File: config.mk
export PLATFORM = sky130hd
export DESIGN_NAME = instr_decode_stage
export DESIGN_NICKNAME = d
export VERILOG_FILES = /design/src/rtl/arm_pkg.sv /design/src/rtl/imm_expand.sv /design/src/rtl/instr_decode_stage.sv
export SDC_FILE = /design/constraint.sdc
export NUM_CORES = 1
export LEC_CHECK = 0
export CAP_MARGIN = 20
export CELL_PAD_IN_SITES_DETAIL_PLACEMENT = 1
export CELL_PAD_IN_SITES_GLOBAL_PLACEMENT = 2
export CORE_AREA = 2 2 120 122
export DETAILED_ROUTE_END_ITERATION = 8
export DIE_AREA = 0 0 122 124
export GPL_ROUTABILITY_DRIVEN = 0
export HOLD_SLACK_MARGIN = 0.03
export PLACE_DENSITY = 0.83
export SKIP_CTS_REPAIR_TIMING = 1
export SYNTH_ARGS = -nofsm -noshare
export SYNTH_HDL_FRONTEND = slang
export SYNTH_SLANG_ARGS = --single-unit
File: constraint.sdc
create_clock -name clk -period 6.2 [get_ports clk]
set_input_delay 1.55 -clock clk [delete_from_list [all_inputs] [get_ports clk]]
set_output_delay 1.55 -clock clk [all_outputs]
set_load 0.01 [all_outputs]
File: src/rtl/arm_pkg.sv
// Shared ARM decode definitions: op classes, data-processing opcodes and
// architectural register numbers used by the decode/issue stage.
package arm_pkg;

    typedef enum logic [1:0] {
        CLS_DP  = 2'd0,
        CLS_MEM = 2'd1,
        CLS_BR  = 2'd2,
        CLS_NOP = 2'd3
    } op_class_e;

    typedef enum logic {
        SLOT_EMPTY = 1'b0,
        SLOT_FULL  = 1'b1
    } slot_state_e;

    localparam logic [3:0] OP_AND = 4'h0;
    localparam logic [3:0] OP_ADD = 4'h4;
    localparam logic [3:0] OP_TST = 4'h8;
    localparam logic [3:0] OP_TEQ = 4'h9;
    localparam logic [3:0] OP_CMP = 4'hA;
    localparam logic [3:0] OP_CMN = 4'hB;
    localparam logic [3:0] OP_MOV = 4'hD;
    localparam logic [3:0] OP_MVN = 4'hF;

    localparam logic [3:0] REG_PC = 4'd15;
    localparam logic [3:0] REG_LR = 4'd14;

    // TST/TEQ/CMP/CMN (10xx) only update flags.
    function automatic logic dp_writes_rd(input logic [3:0] opcode);
        return opcode[3:2] != 2'b10;
    endfunction

    function automatic logic dp_uses_rn(input logic [3:0] opcode);
        return (opcode != OP_MOV) && (opcode != OP_MVN);
    endfunction

endpackage

File: src/rtl/imm_expand.sv
// Combinational immediate expansion for the DP, MEM and BR instruction classes.
module imm_expand
    import arm_pkg::*;
(
    input  logic [1:0]  opClass,
    input  logic [23:0] field,
    output logic [31:0] imm
);

    logic [31:0] dp_zext;
    logic [63:0] dp_rot;
    logic [4:0]  rot_amt;

    assign dp_zext = {24'd0, field[7:0]};
    assign rot_amt = {field[11:8], 1'b0};
    // Rotating a doubled copy right gives a rotate in the low word.
    assign dp_rot  = {dp_zext, dp_zext} >> rot_amt;

    // NOTE: every combinational output gets a default first so no latch is inferred.
    always_comb begin
        imm = 32'd0;
        case (op_class_e'(opClass))
            CLS_DP:  imm = dp_rot[31:0];
            CLS_MEM: imm = {20'd0, field[11:0]};
            CLS_BR:  imm = {{6{field[23]}}, field, 2'b00};
            default: imm = 32'd0;
        endcase
    end

endmodule

File: src/rtl/instr_decode_stage.sv
// Single-slot ARM decode/issue stage with a register scoreboard that holds
// an instruction until its sources have no pending writes.
module instr_decode_stage
    import arm_pkg::*;
#(
    parameter int NUM_REGS = 16
) (
    input  logic        clk,
    input  logic        reset,
    input  logic [31:0] instrIn,
    input  logic        instrValid,
    output logic        instrReady,
    output logic [3:0]  readReg1,
    output logic [3:0]  readReg2,
    output logic        issueValid,
    input  logic        issueReady,
    output logic [1:0]  issueOpClass,
    output logic [3:0]  issueCond,
    output logic [3:0]  issueAluOp,
    output logic        issueIsImm,
    output logic [31:0] issueImm,
    output logic        issueWriteEnable,
    output logic [3:0]  issueDest,
    output logic        issueSetFlags,
    input  logic        wbValid,
    input  logic [3:0]  wbDest,
    input  logic        flush
);

    slot_state_e         state, state_next;
    logic [31:0]         instr_q;
    logic [NUM_REGS-1:0] scoreboard;
    logic [NUM_REGS-1:0] sb_set, sb_clr;
    logic                full, load, fire, hazard;

    op_class_e   op_class;
    logic [3:0]  rn, rd, rm, opcode;
    logic        use_rn, use_rm, use_rd;
    logic        writes, is_imm;
    logic [3:0]  dest, rd2;
    logic [31:0] imm_raw;

    assign full   = (state == SLOT_FULL);
    assign rn     = instr_q[19:16];
    assign rd     = instr_q[15:12];
    assign rm     = instr_q[3:0];
    assign opcode = instr_q[24:21];

    always_comb begin
        op_class = op_class_e'(instr_q[27:26]);
        use_rn   = 1'b0;
        use_rm   = 1'b0;
        use_rd   = 1'b0;
        writes   = 1'b0;
        is_imm   = 1'b0;
        dest     = 4'd0;
        rd2      = 4'd0;
        case (op_class)
            CLS_DP: begin
                use_rn = dp_uses_rn(opcode);
                use_rm = !instr_q[25];
                writes = dp_writes_rd(opcode);
                dest   = writes ? rd : 4'd0;
                is_imm = instr_q[25];
                rd2    = instr_q[25] ? 4'd0 : rm;
            end
            CLS_MEM: begin
                use_rn = 1'b1;
                use_rd = !instr_q[20];
                writes = instr_q[20];
                dest   = instr_q[20] ? rd : 4'd0;
                is_imm = !instr_q[25];
                rd2    = instr_q[20] ? 4'd0 : rd;
            end
            CLS_BR: begin
                writes = instr_q[24];
                dest   = instr_q[24] ? REG_LR : 4'd0;
                is_imm = 1'b1;
            end
            default: ;
        endcase
    end

    imm_expand u_imm_expand (
        .opClass (instr_q[27:26]),
        .field   (instr_q[23:0]),
        .imm     (imm_raw)
    );

    // R15 is never tracked, so a PC source can never stall.
    assign hazard = (use_rn && rn != REG_PC && scoreboard[rn])
                  | (use_rm && rm != REG_PC && scoreboard[rm])
                  | (use_rd && rd != REG_PC && scoreboard[rd]);

    assign issueValid = full && !hazard && !flush;
    assign fire       = issueValid && issueReady;
    assign instrReady = !reset && !flush && (!full || fire);
    assign load       = instrValid && instrReady;

    // An empty slot presents all-zero decode outputs.
    assign readReg1         = full ? rn : 4'd0;
    assign readReg2         = full ? rd2 : 4'd0;
    assign issueOpClass     = full ? instr_q[27:26] : 2'd0;
    assign issueCond        = full ? instr_q[31:28] : 4'd0;
    assign issueAluOp       = (full && op_class == CLS_DP) ? opcode : 4'd0;
    assign issueIsImm       = full && is_imm;
    assign issueImm         = full ? imm_raw : 32'd0;
    assign issueWriteEnable = full && writes;
    assign issueDest        = full ? dest : 4'd0;
    assign issueSetFlags    = full && op_class == CLS_DP && instr_q[20];

    always_comb begin
        state_next = state;
        if (flush) begin
            state_next = SLOT_EMPTY;
        end else begin
            case (state)
                SLOT_EMPTY: if (instrValid) state_next = SLOT_FULL;
                SLOT_FULL:  if (fire) state_next = instrValid ? SLOT_FULL : SLOT_EMPTY;
                default:    state_next = SLOT_EMPTY;
            endcase
        end
    end

    assign sb_set = (fire && issueWriteEnable && issueDest != REG_PC)
                  ? (NUM_REGS'(1) << issueDest) : '0;
    assign sb_clr = wbValid ? (NUM_REGS'(1) << wbDest) : '0;

    // NOTE: state registers use non-blocking assignments so every flop samples pre-edge values.
    always_ff @(posedge clk or posedge reset) begin
        if (reset) begin
            state      <= SLOT_EMPTY;
            instr_q    <= 32'd0;
            scoreboard <= '0;
        end else begin
            state <= state_next;
            if (load) instr_q <= instrIn;
            // Set after clear so an issuing writer wins over a same-cycle retire.
            scoreboard <= (scoreboard & ~sb_clr) | sb_set;
        end
    end

endmodule

==> results of run 1 <==
==> metrics by stage <==
stage	instance area [um2]	cells	util [%]
final	5450	765	39.7
after global routing	5450	765	39.7
after CTS	5430	764	39.6
after detailed placement	5290	756	38.5
after global placement	5290	756	38.5
after floorplan	4200	519	-
==> layer usage <==
metal / track usage, % / part of all wire, %
met1: 28.1 / 44
met2: 38.5 / 50
met3: 2.84 / 4.4
met4: 4.89 / 1.5
met5: 0 / 0
==> sequential cells by signal, indices dropped and copies added (netlist names) <==
name and count:
full 1, scoreboard 16, instr_q 32
==> final cells by class <==
type | count | area (um2) | area share, %
Clock buffer | 5 | 125 | 2.30
Inverter | 12 | 45.0 | 0.826
Tap cell | 180 | 225 | 4.13
Multi-Input combinational cell | 407 | 2730 | 50.1
Timing Repair Buffer | 109 | 1080 | 19.8
Sequential cell | 49 | 1230 | 22.5
Clock inverter | 3 | 17.5 | 0.321
==> cell usage after synthesis, drive strengths merged (4+ instances only) <==
library cell	count
a22o	4
a21oi	21
o41ai	5
o21ai	53
mux4	7
nand2b	6
and2	13
nor2	34
a21boi	12
buf	9
nand3	11
a222oi	29
mux2i	20
nand3b	5
and3	30
nor2b	24
clkbuf	42
a22oi	26
dfrtp	49
nand2	56
inv	12
mux2	6
==> worst max-delay path by stage <==
stage          depth (start not counted)  slack [ps]          to
3_5_place_dp                           7         740  instrReady
4_1_cts                                7         720  instrReady
6_report                               7         680  instrReady
2_1_floorplan                          5        1980  instrReady
5_1_grt                                7         620  instrReady
3_3_place_gp                           7         830  instrReady
==> power breakdown <==
group	switching (mW)	total, mW	internal, mW
Sequential	0.175	0.554	0.379
Clock	0.132	0.280	0.148
Combinational	0.327	0.659	0.332
==> worst max-delay path, cell delays in order <==
cell and delay (ps):
clkdlybuf4s50_1 480, inv_1 100, o311ai_1 160, or4_4 490, o31ai_1 440, and2_1 200, clkdlybuf4s50_1 540
==> cells by family (layout without fill, tap and decap cells) <==
kind of cell / after synthesis / in the layout
buffers and inverters: 63 / 129
multiplexers: 33 / 33
AND/OR/NAND/NOR: 202 / 202
AO/OA/AOI/OAI: 172 / 172
flip-flops: 49 / 49
==> flow_metrics.tcl, run 1 <==
set metrics [dict create \
    route.detailed.drc 0 \
    chipHeight_um 124 \
    max_cap_violations 0 \
    grt_antenna_before_repair 0 \
    grt_start_max_net_pins 50 \
    post-route-min-period_ps 5520 \
    r2r.worst_path.cells 6 \
    timing.critical_path.to_type "primary output" \
    dominantRegCellSynth "dfrtp_1" \
    hold_viol_final 0 \
    clk_root_buffer_cell "clkbuf_16" \
    yosys.area_share.adder_pct 0 \
    drtPass1Iterations 8 \
    max-clock-path-buffers 2 \
    fp.dieW_um 122 \
    period_share_pct 89.0 \
    starting_utilization_of_the_core_area_pct 30.6 \
    area_growth_syn_to_layout_pct 29.8 \
    yosysTopAreaCellShare_pct 29.2 \
    crit_path_class "in -> out" \
    power_density_mw_per_mm2 274 \
    drv_slew 0 \
    worstPathArrival_ps 3970 \
    synth.cell_area_mm2 0.00420 \
    netlist_instances 519 \
    start_point_of_the_worst_min_delay_path "scoreboard[15]$_DFF_PP0_" \
    syn_nets 561 \
    run_status "finished, final reports clean" \
    synth.top_cells.by_area "dfrtp_1 (29%), a222oi_1 (6.9%), nand2_1 (4.9%)" \
    max_freq_mhz 181 \
    fin_setup_tns_ps 0 \
    required_ps 4650 \
    die_area_mm2 0.0151 \
    cts_num_sinks 49 \
    cts_made_buffers 5 \
    most-common-layout-cells "clkdlybuf4s50_1 (100), nand2_1 (55), dfrtp_1 (49), o21ai_0 (40), nor2_1 (34)" \
    filler_cell_count 1614 \
    via_per_inst 5.98 \
    ys_seq_area_share_pct 29.2 \
    port_buffers 100 \
    synth-edff-count 0 \
    floorplan.io_pins 101 \
    synth_compound_gate_area_share_pct 29.1 \
    synth-async-reset-ratio_pct 100 \
    largest_family_of_logic_cells_by_synthesized_area "compound AO/OA/AOI/OAI gates" \
    insertedDiodeCount 0 \
    final_antenna_net_count 0 \
    finalPower_mw 1.49 \
    drive_above_1_share_pct 7.86 \
    overflow 0 \
    dp.final_hpwl_um 11800 \
    slew_headroom_pct 27.8 \
    clk_pin_slew_ps 70 \
    synth.largest_area_cell "dfrtp_1" \
    post_synthesis_simple_gate_area_fraction_pct 25.7 \
    crit-reg2reg-launch "instr_q[2]$_DFFE_PP0P_" \
    vias_in_the_first_global_route 4633 \
    synth_cell_type_count 57 \
    hold-path-cell-count 1 \
    grt_pass1_wl_um 25600 \
    total_leakage_power_nw 2.25 \
    layout.nets 626 \
    synth.mux.area_fraction_pct 10.1 \
    worstHoldEndpoint "scoreboard[15]$_DFF_PP0_" \
    detail_route.iter0.violations 458 \
    pre_cts_ws_ps 738 \
    global_route.usage.total_pct 21.7 \
    htreeDepth 2 \
    routed-via-count 4576 \
    cts_tree "yes" \
    synth.ff_latch_count 49 \
    yosysWarnings 0 \
    finalClockSkew_ps 6.80 \
    synth_area_per_cell_um2 8.09 \
    irDropWorstVdd_uv 146 \
    grt_setup_unrepaired "false" \
    r2r-end "scoreboard[10]$_DFF_PP0_" \
    synthXorXnorAreaFrac_pct 0 \
    timing.hold.worst.class "reg -> reg" \
    cp-startpoint "flush" \
    max_slew.worst_pin.slew_ps 1080 \
    worst_slack_ps 683 \
    detail_route.wirelength_um 16400 \
    final_setup_vio_count 0 \
    setup.reg_to_reg.worst_slack_ps 3260 \
    routed_wire_length_per_instance_um 21.4 \
    clock_latency_ps 300 \
    core_mm2 0.0137 \
    hold_slack_ps 527 \
    num_rows 43 \
    critical_path.max_fanout 4 \
    worst_setup_path_start_kind "input pin" \
    layout.cells.most_common "clkdlybuf4s50_1" \
]
Power figures use the tool's default switching activity.
==> run 2: changes to the inputs <==
- CORE_AREA: 2 2 120 122 -> 2 2 131 133
- DIE_AREA: 0 0 122 124 -> 0 0 133 135
- PLACE_DENSITY: 0.83 -> 0.74
- clock period: 6.2 -> 4.5 ns (I/O delays scaled with it)
==> run 2 against run 1 <==
  * Hold slack better by 29 ps
  * Routed wire length is 7.2% higher
  * Clock power is 44% higher
  * Setup slack worse by 590 ps
  * Non-clock buffer count is 13 higher
  * Sequential power is 32% higher
  * Critical endpoint unchanged
  * Clock-buffer cell count stayed put
  * Sequential share of layout area is 0.61 points lower
==> flow_metrics.tcl, run 2 (synthesis gave the netlist of run 1 again) <==
set metrics [dict create \
    dp.final_hpwl_um 13200 \
    fp.dieW_um 133 \
    worstPathArrival_ps 3280 \
    max-clock-path-buffers 2 \
    insertedDiodeCount 0 \
    clock_latency_ps 310 \
    core_mm2 0.0164 \
    grt_pass1_wl_um 27600 \
    critical_path.max_fanout 3 \
    detail_route.wirelength_um 17500 \
    max_stage_delay_ps 540 \
    hold_viol_final 0 \
    area_growth_syn_to_layout_pct 33.6 \
    ordered_list_of_cells_on_the_worst_path "clkdlybuf4s50_1 -> inv_1 -> o311ai_1 -> or4_4 -> o31ai_1 -> and2_1 -> clkdlybuf4s50_1" \
    filler_cell_count 1931 \
    routed-via-count 4664 \
    floorplan.io_pins 101 \
    cell_family_with_the_largest_share_of_critical_path_delay "buffers and inverters" \
    crit_path_class "in -> out" \
    required_ps 3380 \
    final_antenna_net_count 0 \
    max_cap_violations 0 \
    clk_root_buffer_cell "clkbuf_16" \
    worst_setup_path_start_kind "input pin" \
    critPathSlowestCell "clkdlybuf4s50_1" \
    pre_cts_ws_ps 114 \
    layout.nets 639 \
    slew_headroom_pct 45.5 \
    starting_utilization_of_the_core_area_pct 25.6 \
    critical_path.n_buffers_inverters 3 \
    cp_common_cell "clkdlybuf4s50_1" \
    drtPass1Iterations 6 \
    non_filler_instance_count_after_layout 818 \
    total_leakage_power_nw 2.32 \
    final_setup_vio_count 0 \
    grt_setup_unrepaired "false" \
    grt_antenna_before_repair 0 \
    vias_in_the_first_global_route 4828 \
    layout.cells.most_common "clkdlybuf4s50_1" \
    finalClockSkew_ps 11.7 \
    cts_num_sinks 49 \
    timing.hold.worst.class "reg -> reg" \
    worst_slack_ps 92.5 \
    port_buffers 100 \
    overflow 0 \
    finalPower_mw 2.12 \
    max_freq_mhz 227 \
    cts_made_buffers 5 \
    post-route-min-period_ps 4410 \
    chipHeight_um 135 \
    routed_wire_length_per_instance_um 21.4 \
    num_rows 47 \
    largest_register_ffs 32 \
    route.detailed.drc 0 \
    htreeDepth 2 \
    detail_route.iter0.violations 460 \
    drive_above_1_share_pct 10.0 \
    run_status "finished, final reports clean" \
    clk_pin_slew_ps 70 \
    placed_cells_incl_taps 810 \
    most-common-layout-cells "clkdlybuf4s50_1 (100), nand2_1 (55), dfrtp_1 (48), o21ai_0 (40), nor2_1 (34)" \
    max_slew.worst_pin.slew_ps 815 \
    grt_start_max_net_pins 30 \
    period_share_pct 97.9 \
    timing.critical_path.to_type "primary output" \
    global_route.usage.total_pct 19.3 \
    die_area_mm2 0.0180 \
    registers.top_by_ff_count "instr_q" \
    irDropWorstVdd_uv 148 \
    via_per_inst 5.70 \
    fin_setup_tns_ps 0 \
    cts_tree "yes" \
    drv_slew 0 \
    power_density_mw_per_mm2 378 \
]
## run 2: worst register-to-register path, stage by stage, from the launching register on
cell and delay (ps):
dfrtp_1 650, and4b_1 310, nand4b_1 190, a2111oi_1 670
nor4_4 90, buf_4 270, a222oi_1 380, o21ai_0 160
## run 2: cell type report
type	count	area (um2)	area share [%]
multi-input combinational	407	2730	48.7
sequential	49	1230	21.9
timing repair buffer	122	1180	21.0
tap	220	275	4.91
clock buffer	5	125	2.23
inverter	12	45.0	0.803
clock inverter	3	25.0	0.446
## run 2: per-layer routing
metal  share of wire, %  GRT usage [%]
met1                 42           24.8
met2                 50           32.7
met4                2.4           6.39
met5                  0              0
met3                5.3           3.72
## run 2: worst paths after layout
check                      cells past startpoint                        to  slack (ps)                startpoint
min in group asynchronous                      2   instr_q[31]$_DFFE_PP0P_        1250                     reset
hold reg to reg                                1  scoreboard[15]$_DFF_PP0_         560  scoreboard[15]$_DFF_PP0_
hold / removal                                 1  scoreboard[15]$_DFF_PP0_         560  scoreboard[15]$_DFF_PP0_
max in group asynchronous                      3   instr_q[23]$_DFFE_PP0P_        2690                     reset
setup reg to reg                               7   instr_q[10]$_DFFE_PP0P_        1650   instr_q[26]$_DFFE_PP0P_
setup / recovery                               7                instrReady          90                     flush
## run 2: per-stage QoR
stage / util, % / cell area, um2 / hold slack (ps)
detailed placement: 33.2 / 5460 / 540
CTS: 34.2 / 5610 / 556
global placement: 33.1 / 5440 / 501
global route: 34.2 / 5610 / 573
floorplan: - / 4200 / 452
finish: 34.2 / 5610 / 556
## run 2: report_power, final
group | total, mW | switching (mW) | internal [mW]
Sequential | 0.730 | 0.207 | 0.523
Clock | 0.404 | 0.195 | 0.210
Combinational | 0.986 | 0.508 | 0.478
